## config.mk

```make
export PLATFORM = sky130hd
export DESIGN_NAME = spi_slave_control
export DESIGN_NICKNAME = d
export VERILOG_FILES = /design/src/rtl/spi_slave_control.sv
export SDC_FILE = /design/constraint.sdc
export NUM_CORES = 1
export LEC_CHECK = 0
export BUFFER_PORTS_ARGS = -buffer_cell sky130_fd_sc_hd__buf_2
export CAP_MARGIN = 40
export CORE_MARGIN = 8
export CORE_UTILIZATION = 45
export DETAILED_ROUTE_END_ITERATION = 10
export GPL_TIMING_DRIVEN = 1
export PLACE_DENSITY = 0.75
export SLEW_MARGIN = 20
export SYNTH_ARGS = -nofsm -noshare
export SYNTH_HDL_FRONTEND = slang
export SYNTH_SLANG_ARGS = --single-unit
```

## constraint.sdc

```tcl
create_clock -name clk -period 3.2 [get_ports clk]
set_clock_uncertainty 0.2 [all_clocks]
set_input_delay 0.32 -clock clk [delete_from_list [all_inputs] [get_ports clk]]
set_output_delay 0.32 -clock clk [all_outputs]
set_load 0.03 [all_outputs]
```

## src/rtl/spi_slave_control.sv

```systemverilog
`timescale 1ns/1ps
// ---------------------------------------------------------------------------
// spi_slave_control
//
// SPI mode-0 slave endpoint, the board-side partner of our SPI master
// controller. Bytes arrive MSB-first on SCLK/MOSI while SS is low. The last
// complete byte is held in rx_byte, shown on the active-low LEDs, and echoed
// back on MISO during the following byte so the master can read it back.
// The SPI pins are asynchronous to clk and are synchronised internally, so
// clk must run at least 4x the SCLK frequency. A debounced active-low push
// button clears the stored byte and the byte count.
//
// Parameters
//   DEBOUNCE_BITS  width of the clear-button debounce counter; the clear
//                  fires when bit [DEBOUNCE_BITS-1] sets
//
// Ports
//   clk         in   system clock
//   rst         in   synchronous, active-high reset
//   clear       in   push button, active-low, undebounced
//   SCLK        in   SPI clock from the master, idle low
//   MOSI        in   SPI data from the master
//   SS          in   slave select, active-low
//   MISO        out  SPI data to the master (never tri-stated)
//   led         out  ~rx_byte[5:0] for the active-low LEDs
//   rx_byte     out  last complete byte received
//   rx_valid    out  one-clk pulse when rx_byte updates
//   byte_count  out  number of bytes received, modulo 256
// ---------------------------------------------------------------------------
module spi_slave_control #(
    parameter int DEBOUNCE_BITS = 20
) (
    input  logic       clk,
    input  logic       rst,
    input  logic       clear,
    input  logic       SCLK,
    input  logic       MOSI,
    input  logic       SS,
    output logic       MISO,
    output logic [5:0] led,
    output logic [7:0] rx_byte,
    output logic       rx_valid,
    output logic [7:0] byte_count
);

    typedef enum logic {
        ST_IDLE,
        ST_ACTIVE
    } state_t;

    localparam logic [DEBOUNCE_BITS-1:0] DEB_ONE = 1;

    // Synchroniser pipelines: bit 0 is s1, bit 1 is s2, bit 2 is s3.
    logic [2:0] sclk_pipe_q, sclk_pipe_d;
    logic [2:0] ss_pipe_q,   ss_pipe_d;
    logic [1:0] mosi_pipe_q, mosi_pipe_d;

    state_t     state_q, state_d;
    logic [2:0] bit_cnt_q, bit_cnt_d;
    // Only seven bits of history are needed: the eighth bit completes the
    // byte straight from MOSI into rx_byte.
    logic [6:0] rx_shift_q, rx_shift_d;
    logic [7:0] tx_shift_q, tx_shift_d;
    logic [7:0] rx_byte_q, rx_byte_d;
    logic       rx_valid_q, rx_valid_d;
    logic [7:0] byte_count_q, byte_count_d;
    logic [DEBOUNCE_BITS-1:0] deb_cnt_q, deb_cnt_d;

    logic sclk_rise, sclk_fall;
    logic ss_rise, ss_fall;
    logic mosi_sync;
    logic [DEBOUNCE_BITS-1:0] deb_cnt_inc;
    logic clear_fire;

    // Edge detection works on the s2/s3 pair so that the metastable s1 stage
    // never feeds any decision logic.
    always_comb begin
        sclk_rise   = sclk_pipe_q[1] & ~sclk_pipe_q[2];
        sclk_fall   = ~sclk_pipe_q[1] & sclk_pipe_q[2];
        ss_rise     = ss_pipe_q[1] & ~ss_pipe_q[2];
        ss_fall     = ~ss_pipe_q[1] & ss_pipe_q[2];
        mosi_sync   = mosi_pipe_q[1];
        deb_cnt_inc = deb_cnt_q + DEB_ONE;
        // One-shot on the single cycle in which the counter's top bit is
        // about to set; afterwards the counter parks with the top bit high,
        // so holding the button never retriggers.
        clear_fire  = ~clear & ~deb_cnt_q[DEBOUNCE_BITS-1]
                      & deb_cnt_inc[DEBOUNCE_BITS-1];
    end

    // Next-state logic: synchronisers, debounce counter and the transfer FSM.
    // The debounced clear is applied last so that it overrides a byte
    // completing in the same cycle, including its rx_valid pulse.
    always_comb begin
        sclk_pipe_d  = {sclk_pipe_q[1:0], SCLK};
        ss_pipe_d    = {ss_pipe_q[1:0], SS};
        mosi_pipe_d  = {mosi_pipe_q[0], MOSI};
        state_d      = state_q;
        bit_cnt_d    = bit_cnt_q;
        rx_shift_d   = rx_shift_q;
        tx_shift_d   = tx_shift_q;
        rx_byte_d    = rx_byte_q;
        rx_valid_d   = 1'b0;
        byte_count_d = byte_count_q;
        deb_cnt_d    = deb_cnt_q;

        if (clear) begin
            deb_cnt_d = '0;
        end else if (!deb_cnt_q[DEBOUNCE_BITS-1]) begin
            deb_cnt_d = deb_cnt_inc;
        end

        case (state_q)
            ST_IDLE: begin
                bit_cnt_d = 3'd0;
                if (ss_fall) begin
                    state_d    = ST_ACTIVE;
                    tx_shift_d = rx_byte_q;
                end
            end
            ST_ACTIVE: begin
                // Deselect takes priority over any SCLK edge in the same
                // cycle; a partially shifted byte is simply dropped.
                if (ss_rise) begin
                    state_d   = ST_IDLE;
                    bit_cnt_d = 3'd0;
                end else if (sclk_rise) begin
                    rx_shift_d = {rx_shift_q[5:0], mosi_sync};
                    bit_cnt_d  = bit_cnt_q + 3'd1;
                    if (bit_cnt_q == 3'd7) begin
                        rx_byte_d    = {rx_shift_q, mosi_sync};
                        rx_valid_d   = 1'b1;
                        byte_count_d = byte_count_q + 8'd1;
                    end
                end else if (sclk_fall) begin
                    // bit_cnt of 0 on a falling edge means a byte has just
                    // completed: reload the echo register with it so the
                    // master reads it back during the next byte.
                    if (bit_cnt_q == 3'd0) begin
                        tx_shift_d = rx_byte_q;
                    end else begin
                        tx_shift_d = {tx_shift_q[6:0], 1'b0};
                    end
                end
            end
            default: begin
                state_d   = ST_IDLE;
                bit_cnt_d = 3'd0;
            end
        endcase

        if (clear_fire) begin
            rx_byte_d    = 8'd0;
            byte_count_d = 8'd0;
            rx_valid_d   = 1'b0;
        end
    end

    // State register. SS stages reset high and SCLK stages low so that the
    // first cycles after reset never see a spurious edge.
    always_ff @(posedge clk) begin
        if (rst) begin
            sclk_pipe_q  <= 3'b000;
            ss_pipe_q    <= 3'b111;
            mosi_pipe_q  <= 2'b00;
            state_q      <= ST_IDLE;
            bit_cnt_q    <= 3'd0;
            rx_shift_q   <= 7'd0;
            tx_shift_q   <= 8'd0;
            rx_byte_q    <= 8'd0;
            rx_valid_q   <= 1'b0;
            byte_count_q <= 8'd0;
            deb_cnt_q    <= '0;
        end else begin
            sclk_pipe_q  <= sclk_pipe_d;
            ss_pipe_q    <= ss_pipe_d;
            mosi_pipe_q  <= mosi_pipe_d;
            state_q      <= state_d;
            bit_cnt_q    <= bit_cnt_d;
            rx_shift_q   <= rx_shift_d;
            tx_shift_q   <= tx_shift_d;
            rx_byte_q    <= rx_byte_d;
            rx_valid_q   <= rx_valid_d;
            byte_count_q <= byte_count_d;
            deb_cnt_q    <= deb_cnt_d;
        end
    end

    // MISO is driven low whenever the slave is deselected.
    always_comb begin
        MISO       = (state_q == ST_ACTIVE) & tx_shift_q[7];
        led        = ~rx_byte_q[5:0];
        rx_byte    = rx_byte_q;
        rx_valid   = rx_valid_q;
        byte_count = byte_count_q;
    end

endmodule

```

# Word-level counts from Yosys, hierarchy flattened
# Index checks and enable logic that the tools add are counted.
[totals] input_bits=6 register_bits=64 output_inout_bits=24
[classes] n_eq_ne=6 n_mux=14 bitwise_logic=17 reduce_logical=7 n_addsub=3
[ops] operator="8-bit two-way mux" n=5
[ops] operator="20-bit by 1-bit adder with 20-bit output, second input constant" n=1
[ops] operator="20-bit two-way mux" n=1
[ops] operator="8-bit case mux with 2 select lines" n=1
[ops] operator="1-bit inverter" n=9
[ops] operator="8-bit by 1-bit adder with 8-bit output, second input constant" n=1
[ops] operator="4-bit AND reduction" n=2
[ops] operator="1-bit AND" n=7
[ops] operator="3-bit two-way mux" n=2
[ops] operator="2-bit inequality test, second input constant" n=3
[ops] operator="6-bit inverter" n=1
[ops] operator="3-bit case mux with 2 select lines" n=1
[ops] operator="5-bit OR reduction" n=1
[ops] operator="2-bit OR reduction" n=2
[ops] operator="3-bit by 1-bit adder with 3-bit output, second input constant" n=1
[ops] operator="3-bit == test, second input constant" n=1
[ops] operator="3-bit logical NOT" n=1
[ops] operator="1-bit two-way mux" n=3
[ops] operator="3-bit by 1-bit inequality test with 1-bit output, second input constant" n=1
[ops] operator="3-bit AND reduction" n=1
[ops] operator="2-bit by 1-bit inequality test with 1-bit output, second input constant" n=1
[ops] operator="1-bit case mux with 2 select lines" n=1

# Longest topological paths before layout
[logic_depth] word_depth=6 ltp_mapped=9 ltp_nobuf=7

# Least setup slack after synthesis
# Ideal clock, no wire load.
[synth_path] path_kind="register to register" from="register deb_cnt_q[5]" to="register byte_count_q[2], in the netlist byte_count[2]" slack_ns=1.080 path_stages_with_launch=9 arrival_time_ns=1.792 n_path_buf=2 synth_period_minus_slack_ns=2.120 path_cell_list="dfxtp_1 > and4_2 > and2_1 > nand4_1 > ha_1 > a21o_1 > clkbuf_1 > clkbuf_1 > nor2_1"
[synth_via] elab_chain_len=3
[synth_rtl] item="from (decl)" line_no="67" rtl="logic [DEBOUNCE_BITS-1:0] deb_cnt_q, deb_cnt_d;"
[synth_rtl] item="from (signal assigned)" line_no="185" rtl="deb_cnt_q <= deb_cnt_d;"
[synth_rtl] item="20-bit by 1-bit adder with 20-bit output" line_no="83" rtl="deb_cnt_inc = deb_cnt_q + DEB_ONE;"
[synth_rtl] item="1-bit AND" line_no="88" rtl="& deb_cnt_inc[DEBOUNCE_BITS-1];"
[synth_rtl] item="2-bit OR reduction (no source line)"
[synth_rtl] item="to (signal assigned)" line_no="184" rtl="byte_count_q <= byte_count_d;"
[synth_rtl] item="to (decl)" line_no="66" rtl="logic [7:0] byte_count_q, byte_count_d;"
# Every way passes these cells.
# A chain may end at the register's enable or synchronous reset.

# Worst setup path after layout
[layout_path] from="register sclk_pipe_q[1]" to="register byte_count_q[5], in the netlist byte_count[5]"
[layout_via] elab_chain_len=2
[layout_rtl] item="from (decl)" line_no="54" rtl="logic [2:0] sclk_pipe_q, sclk_pipe_d;"
[layout_rtl] item="from (signal assigned)" line_no="175" rtl="sclk_pipe_q <= sclk_pipe_d;"
[layout_rtl] item="1-bit AND" line_no="78" rtl="sclk_rise = sclk_pipe_q[1] & ~sclk_pipe_q[2];"
[layout_rtl] item="4-bit AND reduction (no source line)"
# Every way passes these cells.

==> impl_summary.md <==
Synthesis
The number of register bits inferred by synthesis is 64. The sequential area share after synthesis is 47.6%. By area the synthesized netlist is led by sky130_fd_sc_hd__dfxtp_1 48%, sky130_fd_sc_hd__mux2i_1 9.3%, sky130_fd_sc_hd__nor2_1 6.4%. Synthesis produced a netlist with a net count of 296.

After Yosys synthesis, and, or, nand and nor cells account for 23.8% of the synthesized area. Counting every instance in the synthesized netlist gives 284. The synthesized netlist contains 43 unique library cells.

The mapped netlist covers 0.00269 mm^2. The mean area per synthesized cell is 9.48 um^2. The fraction of synthesized cell area in xor and xnor cells is 4.55%. During synthesis, Yosys emitted a total of 0 warnings. Yosys mapped a number of flops with a built-in enable equal to 0. The predominant post-synthesis flop cell is sky130_fd_sc_hd__dfxtp_1. Summing the areas of all fa, ha and maj instances in the mapped netlist gives 2.79% of the synthesized area. The biggest area consumer among synthesized cells is sky130_fd_sc_hd__dfxtp_1. The synthesized netlist devotes 8.13% of its cell area to compound gates. The share of synthesized flip-flops with an asynchronous set or reset is 0%. The share of cell area taken by muxes after synthesis is 9.29%. After synthesis, the largest family of logic cells by area is simple AND/OR/NAND/NOR gates.

The top cell type by area accounts for 47.6% of the synthesized area.

Detailed routing
In the final routed layout, each cell accounts on average for 12.7 um. In this run the remaining antenna-violating nets after routing total 0. The via count normalized by instance count is 5.21. The number of design-rule violations left by the first detailed-router iteration is 116.

Across all layers, the routed design uses 2065 vias. The DRC violation count after routing is 0. Summed over all layers, the routed wires come to 5040 um. The count of TritonRoute iterations in the first routing pass is 4.

Floorplanning
The die is 93.4 um tall. The floorplan has 28 rows. The die covers 0.00872 mm^2. The width of the chip is 93.4 um. For this design the top-level I/O count stands at 30. The initial core utilization is 46.0%.

The placeable core area is 0.00585 mm^2.

Worst setup path
The worst setup path category is reg -> reg. The type of origin of the critical path is a flip-flop. The number of buffers and inverters on the critical path is 0. The family with the most delay on the worst path is simple AND/OR/NAND/NOR gates. At the worst endpoint, the required time is 3260 ps.

The type of element capturing the critical path is a flip-flop. The slowest cell on the critical path is sky130_fd_sc_hd__or4_1. The signal on the critical path passes through nor2b_1 -> nand4_4 -> or4_1 -> a21oi_1.

In this run the number of cells on the critical path is 4. At the worst endpoint, the arrival time is 2340 ps. The worst register-to-register path has a depth of 4. In this run the worst path has a maximum fanout of 19. In this design, the stage delay of the slowest critical-path cell is 600 ps.

Global route
The first-pass GRT wire length is 8780 um. The via count of the first global-routing pass was 2032. For this run, the total global-route usage over all layers was measured as 12.4%. The routing usage on met3 is 3.45%. After global routing, the most crowded layer is met2. Entering global routing, the biggest net connects 28 pins. The leftover overflow at the end of global routing is 0.

The met1 track demand over resource in global routing is 15.0%. The routing usage on met2 is 19.5%. The number of antenna violations at the first check in global routing is 0.

Clocking
After clock tree synthesis, the clock-pin slew on the worst setup and hold paths is 70 ps. The clock tree synthesis step divided the H-tree into 3 levels. The tree is rooted in a sky130_fd_sc_hd__clkbuf_8. After clock tree synthesis, the repair step resized 0 gates. The sink count of the clock tree is 64.

TritonCTS built the clock tree. The worst-skew pair later-pin latency is 330 ps. The total CTS buffers is 9. The number of setup buffers added after CTS is 0.

The hold buffer count at cts is 3. The maximum number of buffers from clock root to sink is 2.

Finish
The library cell used most frequently in the layout, excluding fill and tap cells, is sky130_fd_sc_hd__dfxtp_1. In the layout the commonest cells are 64 x sky130_fd_sc_hd__dfxtp_1, 46 x sky130_fd_sc_hd__nor2_1, 29 x sky130_fd_sc_hd__buf_2. The finished cells cover 0.00307 mm^2. The proportion of layout cells with a drive suffix above 1 is 18.1%. The area growth from synthesis to layout is 14.1%. The antenna cell count is 0. The count of nets after finishing is 328.

Placed design
The HPWL after detailed placement is 3460 um. The number of I/O port buffers is 29. The congestion estimate from routability-driven global placement came to 0.756. Once placement finished, the instance area stood at 0.00288 mm^2.

Pwr
In this run the power density over the cells is 468 mW/mm^2. Of the total power, the clock network draws 40.3%. The switching power summed over all nets is 316 uW.

Sequential cells account for 56.8% of the total power. The worst-case IR drop observed on VDD is 0.312 mV. The combinational share of power is 2.9%.

The internal portion of the total power is 1.12 mW. The analysis attributes to cell leakage a power of 1.34 nW. The share of total power consumed by net switching is 22.0%.

Timing
The worst path in the final design needs a cycle of 2280 ps, including I/O delays and setup. The total of endpoints with negative setup slack in the final report is 0. The max-slew violation count was 0. Measured against its own limit, the worst slew margin works out to 58.9%.

The number of endpoints with negative hold slack in the final report is 0. Setup repair after global routing left no endpoint under its margin. The slew of the pin with the lowest slew margin is 615 ps. The achievable frequency is 439 MHz.

The final critical path takes up 71.2% of the cycle. Summed over all failing endpoints, the final setup total negative slack is 0 ps.

Flow run
The number of max-capacitance violations reported is 0.

Worst hold path
The path type of the worst min-delay path is reg -> reg. Counting instances, the worst hold path has a depth of 1.

Run status
The flow ran to the end, and the final reports show no timing, DRC or antenna violations.
-- final timing paths --
| path | start | endpoint | slack, ps |
|---|---|---|---|
| setup reg to reg | sclk_pipe_q[1]$_SDFF_PP0_ | byte_count[5]$_SDFFE_PP0P_ | 920 |
| hold reg to reg | ss_pipe_q[0]$_SDFF_PP1_ | ss_pipe_q[1]$_SDFF_PP1_ | 210 |
| hold / removal | ss_pipe_q[0]$_SDFF_PP1_ | ss_pipe_q[1]$_SDFF_PP1_ | 210 |
| setup / recovery | sclk_pipe_q[1]$_SDFF_PP0_ | byte_count[5]$_SDFFE_PP0P_ | 920 |
-- layer usage --
metal  routed length, um  vias to the layer above
met3                 152                        9
met1                2570                      964
met4                  97                        0
met2                2230                       35
li1                    -                     1057
met5                   0                        -
-- sequential cells by signal (all words and copies together), names as in the netlist --
signal	cells
bit_cnt_q	3
byte_count	8
deb_cnt_q	20
mosi_pipe_q	2
rx_byte	8
rx_shift_q	7
rx_valid	1
sclk_pipe_q	3
ss_pipe_q	3
state_q	1
tx_shift_q	8
-- power groups by stage --
stage	Combinational (mW)	Clock, mW	Sequential (mW)
floorplan	0.0353	0	0.831
global placement	0.0386	0	0.834
detailed placement	0.0396	0	0.834
CTS	0.0424	0.598	0.816
global route	0.0472	0.631	0.817
finish	0.0423	0.579	0.817
-- metrics by stage --
| stage | util (%) | std cells | hold WS (ps) | setup slack (ps) | total power, mW |
|---|---|---|---|---|---|
| finish | 52.5 | 396 | 208 | 921 | 1.44 |
| global route | 52.5 | 396 | 232 | 738 | 1.50 |
| CTS | 52.5 | 396 | 212 | 906 | 1.46 |
| detailed placement | 49.2 | 377 | 197 | 903 | 0.874 |
| global placement | 49.1 | 376 | 194 | 998 | 0.872 |
| floorplan | - | 284 | 189 | 1080 | 0.866 |
-- synthesized netlist by cell type (3+ instances only) --
master                     count
sky130_fd_sc_hd__dfxtp_1      64
sky130_fd_sc_hd__clkbuf_1      6
sky130_fd_sc_hd__nor2_1       46
sky130_fd_sc_hd__nand3_1      10
sky130_fd_sc_hd__a21oi_1      15
sky130_fd_sc_hd__ha_1          6
sky130_fd_sc_hd__and2_1        3
sky130_fd_sc_hd__xor2_1       10
sky130_fd_sc_hd__nor2b_1       6
sky130_fd_sc_hd__or2_2         4
sky130_fd_sc_hd__xnor2_1       4
sky130_fd_sc_hd__and3_1        3
sky130_fd_sc_hd__o21ai_0       8
sky130_fd_sc_hd__or4_1         3
sky130_fd_sc_hd__mux2i_1      25
sky130_fd_sc_hd__nand2_1       7
sky130_fd_sc_hd__o31ai_1       3
sky130_fd_sc_hd__inv_1        11
sky130_fd_sc_hd__buf_2         4
sky130_fd_sc_hd__a211oi_1      7
sky130_fd_sc_hd__or3_1         8
sky130_fd_sc_hd__nand4_1      10
-- final cells by class --
type / count / area (um^2)
clock inverters: 4 / 20.0
multi-input cells: 197 / 1310
repair buffers: 33 / 183
inverters: 11 / 41.3
well taps: 75 / 93.8
fillers: 536 / 2780
clock buffers: 12 / 145
flip-flops and latches: 64 / 1280
-- kinds of logic (layout without fill, tap and decap cells) --
kind of cell               count (synthesis)  after routing
xor gates and xnor gates                  14             14
muxes                                     25             25
buffers and inverters                     23             60
and+or+nand+nor                          115            115
DFF                                       64             64
adders and majority gates                  6              6
AOI/OAI and AO/OA                         37             37
No activity file was read; power rests on OpenSTA's default activity.
